===== src/rtl/hack_exec_ctrl_if.sv =====
// Bus bundle between the Hack execution controller and its ROM, RAM and ALU.
// The master modport is the controller; the slave modport is the memory/ALU side.
interface hack_exec_ctrl_if;
  logic [15:0] instr;
  logic        instr_valid;
  logic        instr_req;
  logic [14:0] pc;
  logic [15:0] in_m;
  logic        in_m_valid;
  logic        read_m;
  logic        write_m;
  logic [15:0] out_m;
  logic [14:0] address_m;
  logic [15:0] alu_x;
  logic [15:0] alu_y;
  logic        zx, nx, zy, ny, f, no;
  logic [15:0] alu_out;
  logic        alu_zr;
  logic        alu_ng;

  modport master (
    input  instr, instr_valid, in_m, in_m_valid, alu_out, alu_zr, alu_ng,
    output instr_req, pc, read_m, write_m, out_m, address_m, alu_x, alu_y,
           zx, nx, zy, ny, f, no
  );

  modport slave (
    output instr, instr_valid, in_m, in_m_valid, alu_out, alu_zr, alu_ng,
    input  instr_req, pc, read_m, write_m, out_m, address_m, alu_x, alu_y,
           zx, nx, zy, ny, f, no
  );
endinterface


===== src/rtl/hack_exec_ctrl.sv =====
// Multi-cycle Hack execution controller: FETCH/DECODE/MEMRD/EXEC around an external ALU.
// Define HACK_HALT_DETECT_EN to add the HALT state that traps tight jump-to-self loops.
module hack_exec_ctrl (
  input  logic             clk,
  input  logic             rst_n,
  hack_exec_ctrl_if.master bus,
  output logic             halted
);

  typedef enum logic [2:0] {
    S_FETCH,
    S_DECODE,
    S_MEMRD,
    S_EXEC
`ifdef HACK_HALT_DETECT_EN
    , S_HALT
`endif
  } state_t;

  state_t      state_q, state_d;
  logic [14:0] pc_q, pc_d;
  logic [15:0] a_q, a_d;
  logic [15:0] d_q, d_d;
  logic [15:0] ir_q, ir_d;
  logic [15:0] mr_q, mr_d;
  logic        instr_req_q, instr_req_d;
  logic        read_m_q, read_m_d;
  logic        write_m_q, write_m_d;
  logic [14:0] pc_inc;
  logic        jump_taken;
`ifdef HACK_HALT_DETECT_EN
  logic        halted_q, halted_d;
  logic        halt_loop;
`endif

  always_comb begin
    // NOTE: every always_comb output gets a default first, so no path can infer a latch.
    state_d   = state_q;
    pc_d      = pc_q;
    a_d       = a_q;
    d_d       = d_q;
    ir_d      = ir_q;
    mr_d      = mr_q;
`ifdef HACK_HALT_DETECT_EN
    halted_d  = halted_q;
    halt_loop = (a_q[14:0] == pc_q) || (a_q[14:0] == pc_q - 15'd1);
`endif
    pc_inc     = pc_q + 15'd1;
    jump_taken = (ir_q[2] & bus.alu_ng) | (ir_q[1] & bus.alu_zr) |
                 (ir_q[0] & ~bus.alu_ng & ~bus.alu_zr);

    case (state_q)
      S_FETCH: begin
        if (bus.instr_valid) begin
          ir_d    = bus.instr;
          state_d = S_DECODE;
        end
      end
      S_DECODE: begin
        if (!ir_q[15]) begin
          a_d     = {1'b0, ir_q[14:0]};
          pc_d    = pc_inc;
          state_d = S_FETCH;
        end else begin
          state_d = ir_q[12] ? S_MEMRD : S_EXEC;
        end
      end
      S_MEMRD: begin
        if (bus.in_m_valid) begin
          mr_d    = bus.in_m;
          state_d = S_EXEC;
        end
      end
      S_EXEC: begin
        // Jump target and write address both come from a_q, i.e. A before this update.
        if (ir_q[5]) a_d = bus.alu_out;
        if (ir_q[4]) d_d = bus.alu_out;
        pc_d    = jump_taken ? a_q[14:0] : pc_inc;
        state_d = S_FETCH;
`ifdef HACK_HALT_DETECT_EN
        if (jump_taken && halt_loop) begin
          halted_d = 1'b1;
          state_d  = S_HALT;
        end
`endif
      end
`ifdef HACK_HALT_DETECT_EN
      S_HALT: state_d = S_HALT;
`endif
      default: state_d = S_FETCH;
    endcase

    // Strobes are registered from the next state so they are glitch-free and align with it.
    instr_req_d = (state_d == S_FETCH);
    read_m_d    = (state_d == S_MEMRD);
    write_m_d   = (state_d == S_EXEC) && ir_q[3];
  end

  // NOTE: sequential state uses non-blocking assignments so all flops update together.
  always_ff @(posedge clk or negedge rst_n) begin
    if (!rst_n) begin
      state_q     <= S_FETCH;
      pc_q        <= '0;
      a_q         <= '0;
      d_q         <= '0;
      ir_q        <= '0;
      mr_q        <= '0;
      instr_req_q <= 1'b1;
      read_m_q    <= 1'b0;
      write_m_q   <= 1'b0;
`ifdef HACK_HALT_DETECT_EN
      halted_q    <= 1'b0;
`endif
    end else begin
      state_q     <= state_d;
      pc_q        <= pc_d;
      a_q         <= a_d;
      d_q         <= d_d;
      ir_q        <= ir_d;
      mr_q        <= mr_d;
      instr_req_q <= instr_req_d;
      read_m_q    <= read_m_d;
      write_m_q   <= write_m_d;
`ifdef HACK_HALT_DETECT_EN
      halted_q    <= halted_d;
`endif
    end
  end

  assign bus.instr_req = instr_req_q;
  assign bus.pc        = pc_q;
  assign bus.read_m    = read_m_q;
  assign bus.write_m   = write_m_q;
  assign bus.out_m     = bus.alu_out;
  assign bus.address_m = a_q[14:0];
  assign bus.alu_x     = d_q;
  assign bus.alu_y     = ir_q[12] ? mr_q : a_q;
  assign {bus.zx, bus.nx, bus.zy, bus.ny, bus.f, bus.no} = ir_q[11:6];

`ifdef HACK_HALT_DETECT_EN
  assign halted = halted_q;
`else
  assign halted = 1'b0;
`endif

endmodule


===== src/flat_wrapper.sv =====
// flat-port wrapper written by rule: the top's interface ports become plain ports
module hack_exec_ctrl_flat 
  (clk, rst_n, halted, bus_instr, bus_instr_valid, bus_in_m, bus_in_m_valid, bus_alu_out, bus_alu_zr, bus_alu_ng, bus_instr_req, bus_pc, bus_read_m, bus_write_m, bus_out_m, bus_address_m, bus_alu_x, bus_alu_y, bus_zx, bus_nx, bus_zy, bus_ny, bus_f, bus_no);
  hack_exec_ctrl_if bus_i ();
  input  logic clk;
  input  logic rst_n;
  output logic halted;
  input wire logic [$bits(bus_i.instr)-1:0] bus_instr;
  input wire logic [$bits(bus_i.instr_valid)-1:0] bus_instr_valid;
  input wire logic [$bits(bus_i.in_m)-1:0] bus_in_m;
  input wire logic [$bits(bus_i.in_m_valid)-1:0] bus_in_m_valid;
  input wire logic [$bits(bus_i.alu_out)-1:0] bus_alu_out;
  input wire logic [$bits(bus_i.alu_zr)-1:0] bus_alu_zr;
  input wire logic [$bits(bus_i.alu_ng)-1:0] bus_alu_ng;
  output wire logic [$bits(bus_i.instr_req)-1:0] bus_instr_req;
  output wire logic [$bits(bus_i.pc)-1:0] bus_pc;
  output wire logic [$bits(bus_i.read_m)-1:0] bus_read_m;
  output wire logic [$bits(bus_i.write_m)-1:0] bus_write_m;
  output wire logic [$bits(bus_i.out_m)-1:0] bus_out_m;
  output wire logic [$bits(bus_i.address_m)-1:0] bus_address_m;
  output wire logic [$bits(bus_i.alu_x)-1:0] bus_alu_x;
  output wire logic [$bits(bus_i.alu_y)-1:0] bus_alu_y;
  output wire logic [$bits(bus_i.zx)-1:0] bus_zx;
  output wire logic [$bits(bus_i.nx)-1:0] bus_nx;
  output wire logic [$bits(bus_i.zy)-1:0] bus_zy;
  output wire logic [$bits(bus_i.ny)-1:0] bus_ny;
  output wire logic [$bits(bus_i.f)-1:0] bus_f;
  output wire logic [$bits(bus_i.no)-1:0] bus_no;
  assign bus_i.instr = bus_instr;
  assign bus_i.instr_valid = bus_instr_valid;
  assign bus_i.in_m = bus_in_m;
  assign bus_i.in_m_valid = bus_in_m_valid;
  assign bus_i.alu_out = bus_alu_out;
  assign bus_i.alu_zr = bus_alu_zr;
  assign bus_i.alu_ng = bus_alu_ng;
  assign bus_instr_req = bus_i.instr_req;
  assign bus_pc = bus_i.pc;
  assign bus_read_m = bus_i.read_m;
  assign bus_write_m = bus_i.write_m;
  assign bus_out_m = bus_i.out_m;
  assign bus_address_m = bus_i.address_m;
  assign bus_alu_x = bus_i.alu_x;
  assign bus_alu_y = bus_i.alu_y;
  assign bus_zx = bus_i.zx;
  assign bus_nx = bus_i.nx;
  assign bus_zy = bus_i.zy;
  assign bus_ny = bus_i.ny;
  assign bus_f = bus_i.f;
  assign bus_no = bus_i.no;
  hack_exec_ctrl u_core (.clk(clk), .rst_n(rst_n), .bus(bus_i), .halted(halted));
endmodule

===== config.mk =====
export PLATFORM = sky130hd
export DESIGN_NAME = hack_exec_ctrl_flat
export DESIGN_NICKNAME = d
export VERILOG_FILES = /design/src/rtl/hack_exec_ctrl_if.sv /design/src/rtl/hack_exec_ctrl.sv /design/src/flat_wrapper.sv
export SDC_FILE = /design/constraint.sdc
export NUM_CORES = 1
export LEC_CHECK = 0
export BUFFER_PORTS_ARGS = -buffer_cell sky130_fd_sc_hd__clkbuf_2
export CAP_MARGIN = 20
export CORE_MARGIN = 2
export CORE_UTILIZATION = 52
export CTS_BUF_LIST = sky130_fd_sc_hd__clkbuf_2 sky130_fd_sc_hd__clkbuf_4 sky130_fd_sc_hd__clkbuf_8
export CTS_CLUSTER_SIZE = 16
export DETAILED_ROUTE_END_ITERATION = 10
export PLACE_DENSITY = 0.85
export SETUP_SLACK_MARGIN = 0.05
export SLEW_MARGIN = 40
export SYNTH_ARGS = -nofsm -noshare
export SYNTH_HDL_FRONTEND = slang
export SYNTH_SLANG_ARGS = --single-unit

===== constraint.sdc =====
create_clock -name clk -period 1.9 [get_ports clk]
set_input_delay 0.19 -clock clk [delete_from_list [all_inputs] [get_ports clk]]
set_output_delay 0.19 -clock clk [all_outputs]
set_load 0.01 [all_outputs]

==> results of run 1 <==
-- kinds of logic after synthesis --
logic type	Yosys count	synth area share, %
flip-flops	85	51.0
multiplexers	82	21.6
AND/OR/NAND/NOR	78	9.66
AO/OA/AOI/OAI	63	8.37
buffers and inverters	56	9.00
adder cells (fa/ha/maj)	1	0.300
other	1	0.0899
-- flip-flops by register name, summed over array words and instances (netlist names) --
signal,count
u_core.a_q,16
u_core.bus.instr_req,1
u_core.state_q,3
u_core.bus.read_m,1
u_core.ir_q,16
u_core.mr_q,16
u_core.bus.pc,15
u_core.bus.write_m,1
u_core.bus.alu_x,16
-- metal layers --
layer | vias to the layer above | track usage [%]
met5 | - | 0
met2 | 110 | 37.5
met1 | 1564 | 29.8
met3 | 16 | 3.22
met4 | 0 | 8.33
li1 | 1490 | -
-- synthesized netlist by cell type, drive strengths merged (3+ instances only) --
library cell	instances	area share (%)
mux2	63	17
nand2	33	3.0
buf	47	8.2
dfrtp	84	50
nor2b	3	0.45
o22ai	6	0.90
clkbuf	5	0.45
nand3	11	1.3
nand2b	3	0.45
and4	3	0.69
o21ai	29	3.6
a2bb2oi	4	0.84
nor2	9	0.87
a21oi	22	2.6
mux2i	19	4.6
nor3	6	0.84
inv	4	0.36
nand4	4	0.60
-- report_power, final --
group,internal (uW),switching (uW)
Sequential,2390,548
Clock,689,624
Combinational,1070,1050
Total,4150,2220
-- worst register-to-register path: stages, from the launching register on --
cell and delay [ps]:
dfrtp_1 480, and3b_2 330, nand2_2 370, mux2_2 390
-- timing repair --
| item | 4_1_cts | 5_1_grt |
|---|---|---|
| hold endpoints to repair | 44 | 0 |
| endpoints found under the setup margin | 0 | 21 |
| setup buffers | 0 | 0 |
| hold buffers | 1 | 0 |
| gates resized for setup | 0 | 2 |
-- layout make-up --
| cell class | count | area, sq um |
|---|---|---|
| Clock buffer | 13 | 160 |
| Clock inverter | 3 | 45.0 |
| Fill cell | 650 | 2770 |
| Inverter | 4 | 15.0 |
| Multi-Input combinational cell | 226 | 1690 |
| Sequential cell | 85 | 2130 |
| Tap cell | 102 | 128 |
| Timing Repair Buffer | 155 | 831 |
-- stage by stage --
step	utilization [%]	cells	area, sq um	power [uW]
6_report	64.3	588	4990	6370
5_1_grt	64.3	588	4990	6750
4_1_cts	64.2	588	4990	6420
3_5_place_dp	61.5	571	4770	5110
3_3_place_gp	61.4	571	4770	4990
2_1_floorplan	-	367	4180	4290
-- final timing paths --
path                                             start                                to  slack (ps)  depth (start not counted)
max reg2reg                u_core.state_q[1]$_DFF_PN0_   u_core.bus.alu_x[2]$_DFFE_PN0P_         220                          3
min in group asynchronous                        rst_n        u_core.mr_q[0]$_DFFE_PN0P_         400                          2
max                        u_core.state_q[1]$_DFF_PN0_   u_core.bus.alu_x[2]$_DFFE_PN0P_         220                          3
min                                        bus_in_m[1]        u_core.mr_q[1]$_DFFE_PN0P_          80                          2
min reg2reg                 u_core.a_q[15]$_DFFE_PN0P_        u_core.a_q[15]$_DFFE_PN0P_         480                          2
max in group asynchronous                        rst_n  u_core.bus.alu_x[15]$_DFFE_PN0P_         790                          3
==> impl_metrics.py, run 1 <==
metrics = {
    "outcome": {
        "status": "finished, final reports clean",
    },
    "power": {
        "powerDensity_nw_per_um2": 1280,
        "irDropWorstVdd_mv": 0.728,
        "leakage_uw": 0.00242,
    },
    "finish": {
        "insertedDiodeCount": 0,
        "fin_nets": 536,
        "mostFrequentLayoutCell": "clkbuf_2",
        "final_cell_mix": "clkbuf_2 (139), dfrtp_1 (84), mux2_2 (63)",
        "layout-drive-gt1-share_pct": 50.0,
        "syn2layout_area_growth_pct": 19.7,
    },
    "detailed_routing": {
        "drcViolationCount": 0,
        "met3_length_microns": 483,
        "met1Wirelength_microns": 4370,
        "vias": 3180,
        "ant_nets": 0,
        "drtIter0Drc": 107,
        "wl_per_cell_microns": 16.7,
        "wl_microns": 9820,
        "firstDrtPassIters": 4,
        "highest_layer": "met4",
        "vias_per_cell": 5.41,
        "routed-wl-met2_microns": 4790,
    },
    "place": {
        "dp_worst_setup_slack_ps": 157,
        "hpwl_microns": 7310,
        "port_buffers": 140,
        "place_congestion": 0.883,
    },
    "critical_path": {
        "critPathCaptureType": "flop",
        "path_buf_inv": 0,
        "slowest_delay_ps": 480,
        "crit_family": "simple AND/OR/NAND/NOR gates",
        "cp.required_ps": 2130,
        "crit_chain": "and3b_2 -> nand2_2 -> mux2_2",
        "path_class": "flop to flop",
        "path_max_fanout": 16,
        "crit_path_start_kind": "flop",
        "crit_slowest_cell": "dfrtp_1",
        "crit_arrival_ps": 1910,
    },
    "timing": {
        "fin_crit_ps": 1680,
        "tns_ps": 0,
        "finalMaxSlewViolations": 0,
        "worst_slew_pin_slew_ps": 617,
        "fmax_mhz": 594,
        "hold_viol": 0,
        "hold_slack_ps": 75.6,
        "fin_skew_ps": 12.8,
        "setup_violations": 0,
        "rsz0062_at_grt": "no",
        "period_share_pct": 88.6,
        "setup_ws_ps": 217,
        "max_slew_margin_pct": 58.7,
    },
    "hold_path": {
        "worstHoldPathType": "input pin to flop",
    },
    "die": {
        "ioPinCount": 142,
        "die_y_microns": 93.6,
        "core-area_sq_um": 7770,
        "dieArea_sq_um": 8750,
        "die_width_microns": 93.6,
        "rows": 32,
        "start_util_pct": 53.7,
    },
    "cts": {
        "cts_buffers": 9,
        "htree_levels": 3,
        "clockBufferDepth": 2,
        "cts_tree": "yes",
        "path_clk_slew_ps": 90,
        "cts-root-buf": "clkbuf_8",
        "clk_latency_ps": 340,
        "cts_sinks": 85,
    },
    "synthesis": {
        "synth_ff_type": "dfrtp_1",
        "synth_area_sq_um": 4170,
        "ys_seq_area_share_pct": 51.0,
        "avgSynthCellArea_sq_um": 11.4,
        "synth.distinct_cells": 38,
        "postSynthCellCount": 366,
        "synth-edff-count": 0,
        "ys_warn_count": 0,
        "synth-seq-cells": 85,
        "synthArstFlopShare_pct": 100,
    },
    "global_routing": {
        "grt_use_total_pct": 22.4,
        "grt_max_degree": 48,
        "grt_pass1_vias": 3121,
        "grt_pass1_wl_microns": 15400,
        "antenna_found_initial": 0,
        "overflow": 0,
    },
    "job": {
        "drv_cap": 0,
    },
}
Note: power is estimated with default switching activity, not from simulation.
==> run 2, diff against run 1 <==
- CORE_UTILIZATION: 52 -> 47
- PLACE_DENSITY: 0.85 -> 0.83
- clock period: 1.9 -> 1.4 ns (I/O delays scaled with it)
==> run 2 against run 1 <==
  * The flow now finishes with violations (setup timing)
  * Wire length grew 46%
  * Utilization up 9.7 points
  * Flip-flop and latch count unchanged
  * Clock-buffer cell count fell by 1
  * Critical path type unchanged
  * Largest power group is now combinational cells
==> impl_metrics.py, run 2 (same netlist as run 1, synthesis figures left out) <==
metrics = {
    "cts": {
        "cts_sinks": 85,
        "clk_latency_ps": 350,
        "path_clk_slew_ps": 90,
        "cts-root-buf": "clkbuf_8",
        "cts_tree": "yes",
        "clockBufferDepth": 2,
        "cts_buffers": 9,
        "htree_levels": 3,
    },
    "detailed_routing": {
        "wl_microns": 14400,
        "firstDrtPassIters": 4,
        "ant_nets": 0,
        "wl_per_cell_microns": 21.9,
        "drcViolationCount": 0,
        "vias_per_cell": 5.75,
        "drtIter0Drc": 219,
        "vias": 3774,
    },
    "critical_path": {
        "startpoint": "u_core.state_q[2]$_DFF_PN0_",
        "rr_worst_depth": 4,
        "crit_path_start_kind": "flop",
        "path_max_fanout": 17,
        "slowest_delay_ps": 420,
        "path_class": "flop to flop",
        "cp.required_ps": 1650,
        "ff2ff_setup_slack_ps": -220,
        "crit_slowest_cell": "dfrtp_1",
        "crit_arrival_ps": 1860,
        "r2r-end": "u_core.ir_q[3]$_DFFE_PN0P_",
        "crit_chain": "buf_4 -> nor4b_4 -> buf_12 -> mux2_2",
        "worstReg2RegStart": "u_core.state_q[2]$_DFF_PN0_",
        "cp-endpoint": "u_core.ir_q[3]$_DFFE_PN0P_",
        "critPathCaptureType": "flop",
    },
    "finish": {
        "mostFrequentLayoutCell": "clkbuf_2",
        "layout-drive-gt1-share_pct": 68.6,
        "insertedDiodeCount": 0,
        "syn2layout_area_growth_pct": 53.9,
        "fin_nets": 598,
        "final_cell_mix": "clkbuf_2 (133), dfrtp_1 (82), buf_4 (39)",
        "design_area_sq_um": 6420,
        "n_fill_cell": 549,
        "multi_input_area_sq_um": 2260,
        "regArea_sq_um": 2130,
    },
    "die": {
        "rows": 34,
        "die_y_microns": 98.2,
        "start_util_pct": 48.1,
        "die_width_microns": 98.2,
        "core-area_sq_um": 8680,
        "dieArea_sq_um": 9650,
        "ioPinCount": 142,
    },
    "global_routing": {
        "grt_use_total_pct": 28.4,
        "antenna_found_initial": 0,
        "grt_pass1_vias": 3964,
        "grt_max_degree": 49,
        "grt_pass1_wl_microns": 21400,
        "overflow": 0,
    },
    "power": {
        "switching_share_pct": 36.2,
        "power.share.sequential_pct": 38.9,
        "leakage_uw": 0.00308,
        "irDropWorstVdd_mv": 0.830,
        "p_int_uw": 6650,
        "clkPwrFrac_pct": 17.9,
        "powerDensity_nw_per_um2": 1620,
        "p_comb_share_pct": 43.2,
        "p_switching_uw": 3770,
    },
    "timing": {
        "rsz0062_at_grt": "yes",
        "fin_skew_ps": 7.94,
        "period_share_pct": 115,
        "fmax_mhz": 619,
        "hold_viol": 0,
        "hold_slack_ps": 11.8,
        "setup_violations": 92,
        "fin_crit_ps": 1620,
        "setup_ws_ps": -216,
        "finalMaxSlewViolations": 0,
    },
    "place": {
        "place_congestion": 0.928,
        "dpl_cell_area_sq_um": 5140,
        "hpwl_microns": 7940,
        "port_buffers": 140,
    },
    "job": {
        "drv_cap": 0,
    },
    "hold_path": {
        "worstHoldPathType": "input pin to flop",
    },
    "outcome": {
        "status": "finished, violations left",
        "violations": "setup timing",
    },
}
-- run 2: how the worst min path moves through the flow --
| stage | slack, ps | from | end | depth (start not counted) |
|---|---|---|---|---|
| 6_report | 10 | bus_instr[8] | u_core.ir_q[8]$_DFFE_PN0P_ | 2 |
| 5_1_grt | 6 | bus_in_m[3] | u_core.mr_q[3]$_DFFE_PN0P_ | 2 |
| 4_1_cts | 0.6 | bus_instr[13] | u_core.ir_q[13]$_DFFE_PN0P_ | 2 |
| 3_5_place_dp | 140 | rst_n | u_core.ir_q[3]$_DFFE_PN0P_ | 2 |
| 3_3_place_gp | 130 | rst_n | u_core.bus.alu_x[2]$_DFFE_PN0P_ | 2 |
| 2_1_floorplan | -160 | rst_n | u_core.a_q[0]$_DFFE_PN0P_ | 0 |
-- run 2: power by group through the flow --
stage          sequential [uW]  clock (uW)  combinational (uW)
2_1_floorplan             3900           0                2000
3_3_place_gp              3870           0                3310
3_5_place_dp              3930           0                3430
4_1_cts                   3930        1860                3940
5_1_grt                   4120        1950                4770
6_report                  4050        1860                4510
-- run 2: per-layer routing --
| metal | GRT usage, % | wire, microns |
|---|---|---|
| met3 | 4.51 | 893 |
| met5 | 0 | 0 |
| met2 | 47.6 | 7290 |
| met4 | 13.4 | 590 |
| met1 | 36.4 | 5590 |
-- run 2: cell type report --
type	count	share of cell area, %
sequential	85	33.2
clock buffer	12	2.57
multi-input combinational	227	35.2
tap	108	2.11
inverter	4	0.234
clock inverter	4	0.702
timing repair buffer	216	26.0
-- run 2: what timing repair did --
| action | CTS | global route |
|---|---|---|
| setup endpoints to repair | 98 | 100 |
| gates cloned | 10 | 0 |
| pin swaps | 26 | 14 |
| resized for setup | 103 | 74 |
| hold endpoints to repair | 85 | 0 |
| buffers inserted | 18 | 9 |
| hold buffers | 1 | 0 |
-- run 2: critical path, delay by kind of cell, from the launching register on --
| kind | cells | cell delay (ps) |
|---|---|---|
| simple gates | 1 | 360 |
| mux | 1 | 350 |
| flops | 1 | 420 |
| buf+inv | 2 | 370 |
-- run 2: per-stage QoR --
stage | TNS [ps] | std cells | worst slack [ps] | utilization, % | total power [uW]
finish | -13210 | 656 | -216 | 74.0 | 10400
global route | -15520 | 656 | -231 | 74.0 | 10800
CTS | -8700 | 650 | -194 | 70.4 | 9730
detailed placement | -6190 | 605 | -143 | 59.2 | 7350
global placement | -3430 | 605 | -126 | 59.2 | 7180
floorplan | -4960 | 367 | -191 | - | 5900
